[src/rtl/game_controller.sv]
// Penalty shoot-out game controller: START -> alternating SHOOTER/KEEPER kicks with a
// held result display -> WINNER/LOOSER, with registered outputs and edge-detected buttons.

package game_pkg;
  typedef enum logic [2:0] {START, SHOOTER, KEEPER, WINNER, LOOSER} state_t;
  typedef enum logic {SOLO = 1'b0, MULTI = 1'b1} mode_t;
endpackage

interface control_if;
  game_pkg::state_t game_state;
  game_pkg::mode_t  game_mode;
  logic [3:0]       score;
  logic [3:0]       round_counter;
  logic             is_scored;

  modport out (output game_state, game_mode, score, round_counter, is_scored);
  modport in  (input  game_state, game_mode, score, round_counter, is_scored);
endinterface

module game_controller
  import game_pkg::*;
#(
  parameter int ROUNDS      = 5,
  parameter int HOLD_CYCLES = 65_000_000,
  parameter int MAX_ROUNDS  = 15
) (
  input  logic       clk,
  input  logic       rst_n,
  input  logic       btn_start,
  input  logic       btn_mode,
  input  logic       shot_done,
  input  logic       shot_goal,
  control_if.out     out_control,
  output logic [3:0] opp_score
);

  localparam int            HW        = (HOLD_CYCLES > 2) ? $clog2(HOLD_CYCLES) : 1;
  localparam logic [HW-1:0] HOLD_LOAD = HW'(HOLD_CYCLES - 1);
  localparam logic [3:0]    ROUNDS_L  = 4'(ROUNDS);
  localparam logic [3:0]    MAX_L     = 4'(MAX_ROUNDS);

  state_t        state, state_nxt;
  mode_t         mode, mode_nxt;
  logic [3:0]    score, score_nxt;
  logic [3:0]    opp_q, opp_nxt;
  logic [3:0]    round_q, round_nxt;
  logic          scored, scored_nxt;
  logic          hold, hold_nxt;
  logic [HW-1:0] hold_cnt, hold_cnt_nxt;
  logic          start_q, mode_q;
  logic          start_rise, mode_rise;

  assign start_rise = btn_start & ~start_q;
  assign mode_rise  = btn_mode & ~mode_q;

  // Counters saturate at MAX_ROUNDS so a long sudden death can never wrap the display.
  function automatic logic [3:0] sat_inc(input logic [3:0] v);
    return (v < MAX_L) ? v + 4'd1 : v;
  endfunction

  function automatic state_t keeper_next(input logic [3:0] rc,
                                         input logic [3:0] sc,
                                         input logic [3:0] op);
    state_t nxt;
    if (rc < ROUNDS_L)   nxt = SHOOTER;
    else if (sc > op)    nxt = WINNER;
    else if (sc < op)    nxt = LOOSER;
    else if (rc < MAX_L) nxt = SHOOTER;
    else                 nxt = LOOSER;
    return nxt;
  endfunction

  always_comb begin
    state_nxt    = state;
    mode_nxt     = mode;
    score_nxt    = score;
    opp_nxt      = opp_q;
    round_nxt    = round_q;
    scored_nxt   = scored;
    hold_nxt     = hold;
    hold_cnt_nxt = hold_cnt;

    case (state)
      START: begin
        if (mode_rise)
          mode_nxt = (mode == SOLO) ? MULTI : SOLO;
        if (start_rise) begin
          score_nxt  = '0;
          opp_nxt    = '0;
          round_nxt  = '0;
          scored_nxt = 1'b0;
          state_nxt  = SHOOTER;
        end
      end

      SHOOTER, KEEPER: begin
        if (hold) begin
          if (hold_cnt == '0) begin
            hold_nxt   = 1'b0;
            scored_nxt = 1'b0;
            state_nxt  = (state == SHOOTER) ? KEEPER : keeper_next(round_q, score, opp_q);
          end else begin
            hold_cnt_nxt = hold_cnt - 1'b1;
          end
        end else if (shot_done) begin
          scored_nxt   = shot_goal;
          hold_nxt     = 1'b1;
          hold_cnt_nxt = HOLD_LOAD;
          if (state == SHOOTER) begin
            if (shot_goal) score_nxt = sat_inc(score);
          end else begin
            if (shot_goal) opp_nxt = sat_inc(opp_q);
            round_nxt = sat_inc(round_q);
          end
        end
      end

      WINNER, LOOSER: begin
        if (start_rise) begin
          score_nxt  = '0;
          opp_nxt    = '0;
          round_nxt  = '0;
          scored_nxt = 1'b0;
          state_nxt  = START;
        end
      end

      default: state_nxt = START;
    endcase
  end

  always_ff @(posedge clk or negedge rst_n) begin
    if (!rst_n) begin
      state    <= START;
      mode     <= MULTI;
      score    <= '0;
      opp_q    <= '0;
      round_q  <= '0;
      scored   <= 1'b0;
      hold     <= 1'b0;
      hold_cnt <= '0;
      start_q  <= 1'b0;
      mode_q   <= 1'b0;
    end else begin
      state    <= state_nxt;
      mode     <= mode_nxt;
      score    <= score_nxt;
      opp_q    <= opp_nxt;
      round_q  <= round_nxt;
      scored   <= scored_nxt;
      hold     <= hold_nxt;
      hold_cnt <= hold_cnt_nxt;
      start_q  <= btn_start;
      mode_q   <= btn_mode;
    end
  end

  assign out_control.game_state    = state;
  assign out_control.game_mode     = mode;
  assign out_control.score         = score;
  assign out_control.round_counter = round_q;
  assign out_control.is_scored     = scored;
  assign opp_score                 = opp_q;

endmodule
[src/flat_wrapper.sv]
// flat-port wrapper written by rule: the top's interface ports become plain ports
module game_controller_flat import game_pkg::*;
#(
  parameter int ROUNDS      = 5,
  parameter int HOLD_CYCLES = 65_000_000,
  parameter int MAX_ROUNDS  = 15
)
  (clk, rst_n, btn_start, btn_mode, shot_done, shot_goal, opp_score, out_control_game_state, out_control_game_mode, out_control_score, out_control_round_counter, out_control_is_scored);
  control_if out_control_i ();
  input  logic clk;
  input  logic rst_n;
  input  logic btn_start;
  input  logic btn_mode;
  input  logic shot_done;
  input  logic shot_goal;
  output logic [3:0] opp_score;
  output wire logic [$bits(out_control_i.game_state)-1:0] out_control_game_state;
  output wire logic [$bits(out_control_i.game_mode)-1:0] out_control_game_mode;
  output wire logic [$bits(out_control_i.score)-1:0] out_control_score;
  output wire logic [$bits(out_control_i.round_counter)-1:0] out_control_round_counter;
  output wire logic [$bits(out_control_i.is_scored)-1:0] out_control_is_scored;
  assign out_control_game_state = out_control_i.game_state;
  assign out_control_game_mode = out_control_i.game_mode;
  assign out_control_score = out_control_i.score;
  assign out_control_round_counter = out_control_i.round_counter;
  assign out_control_is_scored = out_control_i.is_scored;
  game_controller #(.ROUNDS(ROUNDS), .HOLD_CYCLES(HOLD_CYCLES), .MAX_ROUNDS(MAX_ROUNDS)) u_core (.clk(clk), .rst_n(rst_n), .btn_start(btn_start), .btn_mode(btn_mode), .shot_done(shot_done), .shot_goal(shot_goal), .out_control(out_control_i), .opp_score(opp_score));
endmodule
[config.mk]
export PLATFORM = sky130hd
export DESIGN_NAME = game_controller_flat
export DESIGN_NICKNAME = d
export VERILOG_FILES = /design/src/rtl/game_controller.sv /design/src/flat_wrapper.sv
export SDC_FILE = /design/constraint.sdc
export NUM_CORES = 1
export LEC_CHECK = 0
export ABC_AREA = 0
export CAP_MARGIN = 0
export CORE_UTILIZATION = 50
export DETAILED_ROUTE_END_ITERATION = 16
export PLACE_DENSITY = 0.75
export SYNTH_ARGS = -nofsm -noshare
export SYNTH_HDL_FRONTEND = slang
export SYNTH_SLANG_ARGS = --single-unit
[constraint.sdc]
create_clock -name clk -period 3.02 [get_ports clk]
set_input_delay 0.604 -clock clk [delete_from_list [all_inputs] [get_ports clk]]
set_output_delay 0.604 -clock clk [all_outputs]
set_load 0.03 [all_outputs]
Word-level counts from Yosys, hierarchy flattened
Index checks and enable logic that the tools add are counted.
{ "op_classes": {"n_mux": 40, "eq_ne": 20, "n_lt_le_gt_ge": 6, "reduce_logical": 14, "addsub": 4, "bitwise": 4} }
{ "ops": {"columns": ["op", "n"], "rows": [
  ["$mux W26", 3],
  ["$mux W4", 15],
  ["$mux W3", 9],
  ["$logic_not A26 Y1", 1],
  ["$sub A26 B1 Y26 const B", 1],
  ["$pmux W4 S2", 3],
  ["$ne A2 B1 Y1 const B", 9],
  ["$reduce_and A7 Y1", 2],
  ["$add A4 B1 Y4 const B", 3],
  ["$lt A4 B4 Y1 const B", 3],
  ["$ne A2 B2 Y1 const B", 5],
  ["$pmux W3 S3", 1],
  ["$mux W1", 8],
  ["$reduce_and A4 Y1", 2],
  ["$eq A3 B2 Y1 const B", 2],
  ["$reduce_and A6 Y1", 1],
  ["$gt A4 B4 Y1", 1],
  ["$lt A4 B3 Y1 const B", 1],
  ["$lt A4 B4 Y1", 1],
  ["$reduce_bool A2 Y1", 2],
  ["$reduce_or A2 Y1", 2],
  ["$eq A3 B1 Y1 const B", 1],
  ["$eq A3 B3 Y1 const B", 1],
  ["$logic_not A3 Y1", 1],
  ["8 further kinds", 10]
]} }
{ "totals": {"regBits": 46, "out_inout_bits": 17, "word_cells": 98} }

Depth between registers and ports, before layout
Gate-level depths: netlist of the first run.
{ "depth": {"ltp_word": 9, "depth_mapped": 8} }

Least setup slack after synthesis of the first run
No wires, ideal clock.
{ "synth_timing": {"path_type": "register to register", "from": "reg u_core.hold_cnt[5]", "to": "reg u_core.hold_cnt[4]", "t_arrival_ns": 2.283, "period_less_slack_ns": 2.415, "path_slack_ns": 0.605, "stages_incl_launch_ff": 8, "n_path_buf": 2, "t_required_ns": 2.888, "cell_sequence": "dfrtp_1 or4_1 buf_2 or4_4 o2111ai_2 buf_6 nor3_1 or3b_1"} }
{ "synth_via": {"elab_chain_cells": 3} }
{ "synth_rtl": {"columns": ["item", "line", "text"], "rows": [
  ["start, declared", "game_controller.sv:49", "logic [HW-1:0] hold_cnt, hold_cnt_nxt;"],
  ["start signal, assigned", "game_controller.sv:152", "hold_cnt <= hold_cnt_nxt;"],
  ["$logic_not A26 Y1", "game_controller.sv:98", "if (hold_cnt == '0) begin"],
  ["$ne A2 B2 Y1 (no source line)", null, null],
  ["$reduce_and A3 Y1 (no source line)", null, null]
]} }
No other way between the ends.
A chain may end at the register's enable or synchronous reset.

Worst setup path in the final report of the first run
{ "layout_timing": {"from": "reg u_core.hold_cnt[8]", "to": "reg u_core.hold_cnt[4]"} }
Same word-level chain as after synthesis.

==> run summary, run 1 <==
Syn Std Cell Area: 0.00271 mm2
Crit path capture: u_core.hold_cnt[4]
Synth async-reset ratio: 100%
Fillers: 449
CP endpoint kind: flop
Slew HR: 31.1%
CP max FO: 11
Final WL: 5770 um
Max Fclk: 0.374 GHz
Hpwl dp: 3990 um
Initial antenna violation count: 0
Slew Limit Fails: 0
Synth Flop Type: dfrtp_1
Area growth syn-to-layout: 16.4%
Worst hold path type: input pin to asynchronous set/reset pin
R2R Path End: u_core.hold_cnt[4]
Setup Viol. Count Final: 0
Max cap viols: 0
Synth cell types: 56
Syn. warnings: 0
Outcome: complete, no violations
Die H: 75.7 um
Most numerous cell in the Yosys netlist: dfrtp_1
Layout cells sized above 1: 9.60%
Vias: 2253
DRT Pass-1 Iters: 4
CP required: 3.22 ns
Routed Antenna Nets: 0
CTS tree: done
IO Port Bufs: 22
Syn_area_per_cell: 9.26 um2
First-pass GRT wire length: 9690 um
Finished Cell Area: 0.00316 mm2
CTS Sinks: 46
Post-CTS Resized: 0
Initial Utilization: 52.5%
Final setup TNS: 0 ns
Die ar.: 0.00573 mm2
RSZ-0062 raised after global routing: false
Ant. Diodes: 0
Critical path class: flop to flop
Yosys reg bits: 46
Leakage: 1.19 nW
CTS Buf Count: 5
Post-synth top area share: 41.5%
Vias per inst: 5.73
R2R cell count: 5
Buffers inserted during post-CTS setup optimization: 0
Startpoint types: flop
EDFF count, synth: 0
Die X: 75.7 um
Final cycle utilization of the critical path: 88.6%
Core box area: 0.00517 mm2
Hold-fix buffers, CTS: 0
Worst-Margin Slew: 1.03 ns
Worst setup path startpoint: u_core.hold_cnt[8]
Drt first-iter violations: 134
Hold Vio Cnt, Final: 0
Clock H-tree levels: 2
CTS root buf: clkbuf_8
Clk_lat worst skew: 0.31 ns
Final #Nets: 338
Max Root-Sink Buffers: 2
Syn_nets: 309
Clk slew on worst S/H paths: 0.10 ns
PD cells: 785 mW/mm2
Largest net degree at the start of global routing: 47
Drt wl/cell: 14.7 um
Sequential area share after synthesis: 42.5%
Reg2reg start: u_core.hold_cnt[8]
Final GP Congestion: 0.835
Synth top area cells: dfrtp_1 41%, ha_1 4.6%, nand3_1 4.4%
Final Skew: 0.00769 ns
Gate Count Post-Synth: 293
Placed Area: 0.00305 mm2
Worst vdd ir: 0.550 mV
Tot GR Track Use: 22.7%
Crit path DAT: 2.88 ns
FP Rows: 26
Vias in the first global route: 2030
Overflow left after global routing: 0
R2r setup slk: 0.34 ns
Area leader, netlist: dfrtp_1
DRC Markers: 0
Top cells by count, synth: 45 x dfrtp_1, 25 x nand2_1, 24 x nand3_1
Io pins: 23
Tmin final: 2.68 ns
[flip-flops by register name, summed over array words and instances (netlist names)]
signal	count
u_core.out_control.game_state	3
u_core.out_control.is_scored	1
u_core.out_control.score	4
u_core.hold_cnt	26
u_core.opp_score	4
u_core.out_control.game_mode	1
u_core.mode_q	1
u_core.hold	1
u_core.start_q	1
u_core.out_control.round_counter	4
[layout by cell type, fill, tap and decap left out, types with 3 or more instances in the layout]
master           netlist  routed
a21oi_1                8       8
xnor2_1                3       3
dfrtp_1               45      45
clkdlybuf4s50_1        0      21
nand2b_1               7       7
xor2_1                11      11
ha_1                  10      10
nor2_1                18      18
nor3b_1                4       4
o21ai_0               16      16
nand4_1                8       8
nor3_1                12      12
nand3b_1               3       3
nand3_1               24      24
nand2_1               25      25
or4_1                 10      10
inv_1                 13      13
nor2b_1                4       4
mux2i_1                3       3
or3_1                  6       6
o211ai_1               7       7
buf_4                  1      11
o31ai_1                5       5
clkbuf_8               0       5
nor4b_1                3       3
[cell families (layout without fill, tap and decap cells)]
kind of cell	count (synthesis)	after routing	synth area share, %
AOI/OAI and AO/OA	58	58	15.1
xor gates and xnor gates	14	14	4.52
adders and majority gates	10	10	4.61
buffers and inverters	24	54	3.78
DFF	46	46	42.5
muxes	4	4	1.52
and+or+nand+nor	137	137	28.0
[worst min path at each step]
stage / from / to / slack (ns) / cells after the start
after floorplan: rst_n / u_core.hold / 0.31 / 0
after global placement: u_core.out_control.game_mode / u_core.out_control.game_mode / 0.48 / 1
after detailed placement: u_core.out_control.game_mode / u_core.out_control.game_mode / 0.49 / 1
after CTS: rst_n / u_core.hold_cnt[13] / 0.50 / 1
after global routing: u_core.out_control.game_mode / u_core.out_control.game_mode / 0.51 / 1
final: rst_n / u_core.hold_cnt[7] / 0.47 / 1
[worst max-delay path, cell delays in order, from the launching register on]
cell and delay, ns:
dfrtp_1 0.43, or4_1 0.59, or4_4 0.65, o2111ai_2 0.47, nor3_1 0.08, or3b_1 0.35
[through the flow]
step | util [%] | hold slack [ns] | power (W) | cells | setup WS, ns
final | 61.1 | 0.468 | 0.00248 | 393 | 0.344
after global routing | 61.1 | 0.514 | 0.00267 | 393 | 0.205
after CTS | 61.1 | 0.502 | 0.00249 | 393 | 0.339
after detailed placement | 58.9 | 0.492 | 0.00201 | 385 | 0.355
after global placement | 58.9 | 0.478 | 0.00199 | 385 | 0.414
after floorplan | - | 0.308 | 0.00162 | 293 | 0.605
[final cells by class]
class	instances	area, um2	area share [%]
clock buffers	5	68.8	2.18
inverters	13	48.8	1.54
repair buffers	33	298	9.43
flip-flops and latches	46	1150	36.5
multi-input cells	223	1460	46.2
clock inverters	3	45.0	1.43
well taps	70	87.6	2.77
[power by group]
part,leakage [nW],internal [W],switching (W)
Sequential,0.516,0.000744,0.000160
Clock,0.0504,0.000246,0.000231
Combinational,0.627,0.000456,0.000645
[metal layers]
| layer | vias up | wire [um] | GRT usage (%) |
|---|---|---|---|
| met5 | - | 0 | 0 |
| met4 | 0 | 65 | 6.58 |
| met3 | 6 | 182 | 4.23 |
| met2 | 39 | 2560 | 34.3 |
| met1 | 1073 | 2970 | 33.4 |
| li1 | 1135 | - | - |
No activity file was read; power rests on OpenSTA's default activity.
==> inputs of run 2 (changes only) <==
Settings changed: CTS_BUF_LIST set to sky130_fd_sc_hd__clkbuf_8 sky130_fd_sc_hd__clkbuf_16.
==> results of run 2 <==
The final DEF is identical to that of run 1; final timing and power are the same.
==> inputs of run 3 (changes only) <==
Settings changed: CORE_UTILIZATION 50 to 45, PLACE_DENSITY 0.75 to 0.7.
==> run summary, run 3 (synthesis results as in run 1) <==
Max Root-Sink Buffers: 2 (unchanged)
Vias in the first global route: 2257 (+11%)
Most frequent cells in the layout: 45 x dfrtp_1, 25 x nand2_1, 24 x nand3_1
Hold-fix buffers, CTS: 0 (unchanged)
Area growth syn-to-layout: 15.1%
Worst-Margin Slew: 1.05 ns (+0.0118 ns)
Initial antenna violation count: 0 (unchanged)
PD cells: 757 mW/mm2 (-3.6%)
Layout cells sized above 1: 8.70% (-0.90 points)
Internal: 0.00135 W (-6.4%)
WHS: 0.487 ns (+0.0186 ns)
Slew Limit Fails: 0 (unchanged)
Tmin final: 2.52 ns (-0.154 ns)
Tot GR Track Use: 21.1% (-1.6 points)
Combinational cell fraction of total power: 46.7% (+2.4 points)
IO Port Bufs: 22 (unchanged)
CP max FO: 11 (unchanged)
Final #Nets: 338 (unchanged)
Cell Count, Final, Fillers Out: 394 (+0.25%)
Post-CTS Resized: 0 (unchanged)
Outcome: complete, no violations
Switching Share: 42.8% (+1.1 points)
Drt first-iter violations: 136 (+1.5%)
Clock Power Share: 15.1% (-4.1 points)
Sequential share of power: 38.3% (+1.9 points)
Final cycle utilization of the critical path: 83.5% (-5.1 points)
Max reg flops: 26 (unchanged)
Drt wl/cell: 15.0 um (+1.9%)
Fillers: 517 (+15%)
Io pins: 23 (unchanged)
Most common cell after layout, fill and taps aside: dfrtp_1
Ant. Diodes: 0 (unchanged)
Worst vdd ir: 0.529 mV (-3.9%)
CP endpoint kind: flop
Hold Vio Cnt, Final: 0 (unchanged)
Startpoint types: flop
Max cap viols: 0 (unchanged)
Final WL: 5900 um (+2.1%)
Reg with most FFs: u_core.hold_cnt
Final GP Congestion: 0.809 (-3.0%)
Initial Utilization: 47.8% (-4.6 points)
Die H: 79.7 um (+5.3%)
Vias per inst: 5.81 (+1.4%)
CP required: 3.21 ns (about the same)
CTS root buf: clkbuf_8
First-pass GRT wire length: 10500 um (+8.1%)
Die ar.: 0.00635 mm2 (+11%)
Crit path DAT: 2.71 ns (-0.17 ns)
Overflow left after global routing: 0 (unchanged)
Leakage: 1.19 nW (-0.32%)
DRC Markers: 0 (unchanged)
Critical path class: flop to flop
DRT Pass-1 Iters: 4 (unchanged)
Pre-CTS setup slack: 0.492 ns (+0.137 ns)
Vias: 2290 (+1.6%)
Power Total: 0.00237 W (-4.7%)
Die X: 79.7 um (+5.3%)
CTS Sinks: 46 (unchanged)
Routed Antenna Nets: 0 (unchanged)
Max Fclk: 0.396 GHz (+6.1%)
Net Sw Power: 0.00101 W (-2.2%)
RSZ-0062 raised after global routing: false
CTS Buf Count: 5 (unchanged)
Hpwl dp: 4160 um (+4.3%)
Worst hold path type: input pin to asynchronous set/reset pin
Final Skew: 0.00951 ns (+0.00182 ns)
Setup Viol. Count Final: 0 (unchanged)
Clock H-tree levels: 2 (unchanged)
Clk slew on worst S/H paths: 0.09 ns (about the same)
Final WS setup: 0.498 ns (+0.154 ns)
Largest net degree at the start of global routing: 47 (unchanged)
Buffers inserted during post-CTS setup optimization: 0 (unchanged)
Placed instance count: 387 (+0.52%)
Final setup TNS: 0 ns (unchanged)
Clk_lat worst skew: 0.30 ns (about the same)
FP Rows: 27 (+3.8%)
Core box area: 0.00568 mm2 (+9.7%)
CTS tree: done
Slew HR: 30.3% (-0.79 points)
run 3: cell types whose count changed in the layout (fill, tap and decap cells not counted):
cell        before  now
inv_1           13   15
bufinv_16        1    0
clkinvlp_4       2    0
run 3: stage by stage:
step                instance area, um2  utilization, %
floorplan                         2710               -
global placement                  3050            53.7
detailed placement                3050            53.7
CTS                               3120            55.0
global route                      3120            55.0
finish                            3120            55.0
run 3: cell type report:
cell class / instances / area, um2 / area share, %
repair buffers: 33 / 298 / 9.53
flip-flops and latches: 46 / 1150 / 36.9
inverters: 13 / 48.8 / 1.56
multi-input cells: 223 / 1460 / 46.7
clock inverters: 2 / 7.51 / 0.240
well taps: 72 / 90.1 / 2.88
clock buffers: 5 / 68.8 / 2.20
run 3: critical path, stage by stage, from the launching register on:
cell       delay, ns
dfrtp_1         0.40
or4_1           0.67
or4_4           0.69
o2111ai_2       0.24
nor3_1          0.06
or3b_1          0.35
run 3: final timing paths:
check / from / to / slack (ns) / depth (start not counted)
max in group asynchronous: rst_n / u_core.hold_cnt[0] / 1.88 / 1
hold reg to reg: u_core.out_control.game_mode / u_core.out_control.game_mode / 0.49 / 1
min in group clk: u_core.out_control.game_mode / u_core.out_control.game_mode / 0.49 / 1
setup / recovery: u_core.hold_cnt[6] / u_core.hold_cnt[4] / 0.50 / 5
hold / removal: rst_n / u_core.out_control.score[3] / 0.49 / 1
setup reg to reg: u_core.hold_cnt[6] / u_core.hold_cnt[4] / 0.50 / 5
run 3: power by group through the flow:
stage / clock network (W) / registers [W] / logic, W
floorplan: 0 / 0.00102 / 0.000598
detailed placement: 0 / 0.000917 / 0.00110
CTS: 0.000373 / 0.000905 / 0.00111
global placement: 0 / 0.000912 / 0.00108
global route: 0.000400 / 0.000932 / 0.00124
finish: 0.000356 / 0.000905 / 0.00110
run 3: metal layers:
| metal | routed length [um] | global-route usage [%] | vias to the layer above |
|---|---|---|---|
| met5 | 0 | 0 | - |
| met4 | 63 | 5.82 | 0 |
| met3 | 169 | 3.43 | 6 |
| met2 | 2640 | 32.7 | 36 |
| met1 | 3030 | 30.4 | 1110 |
| li1 | - | - | 1138 |
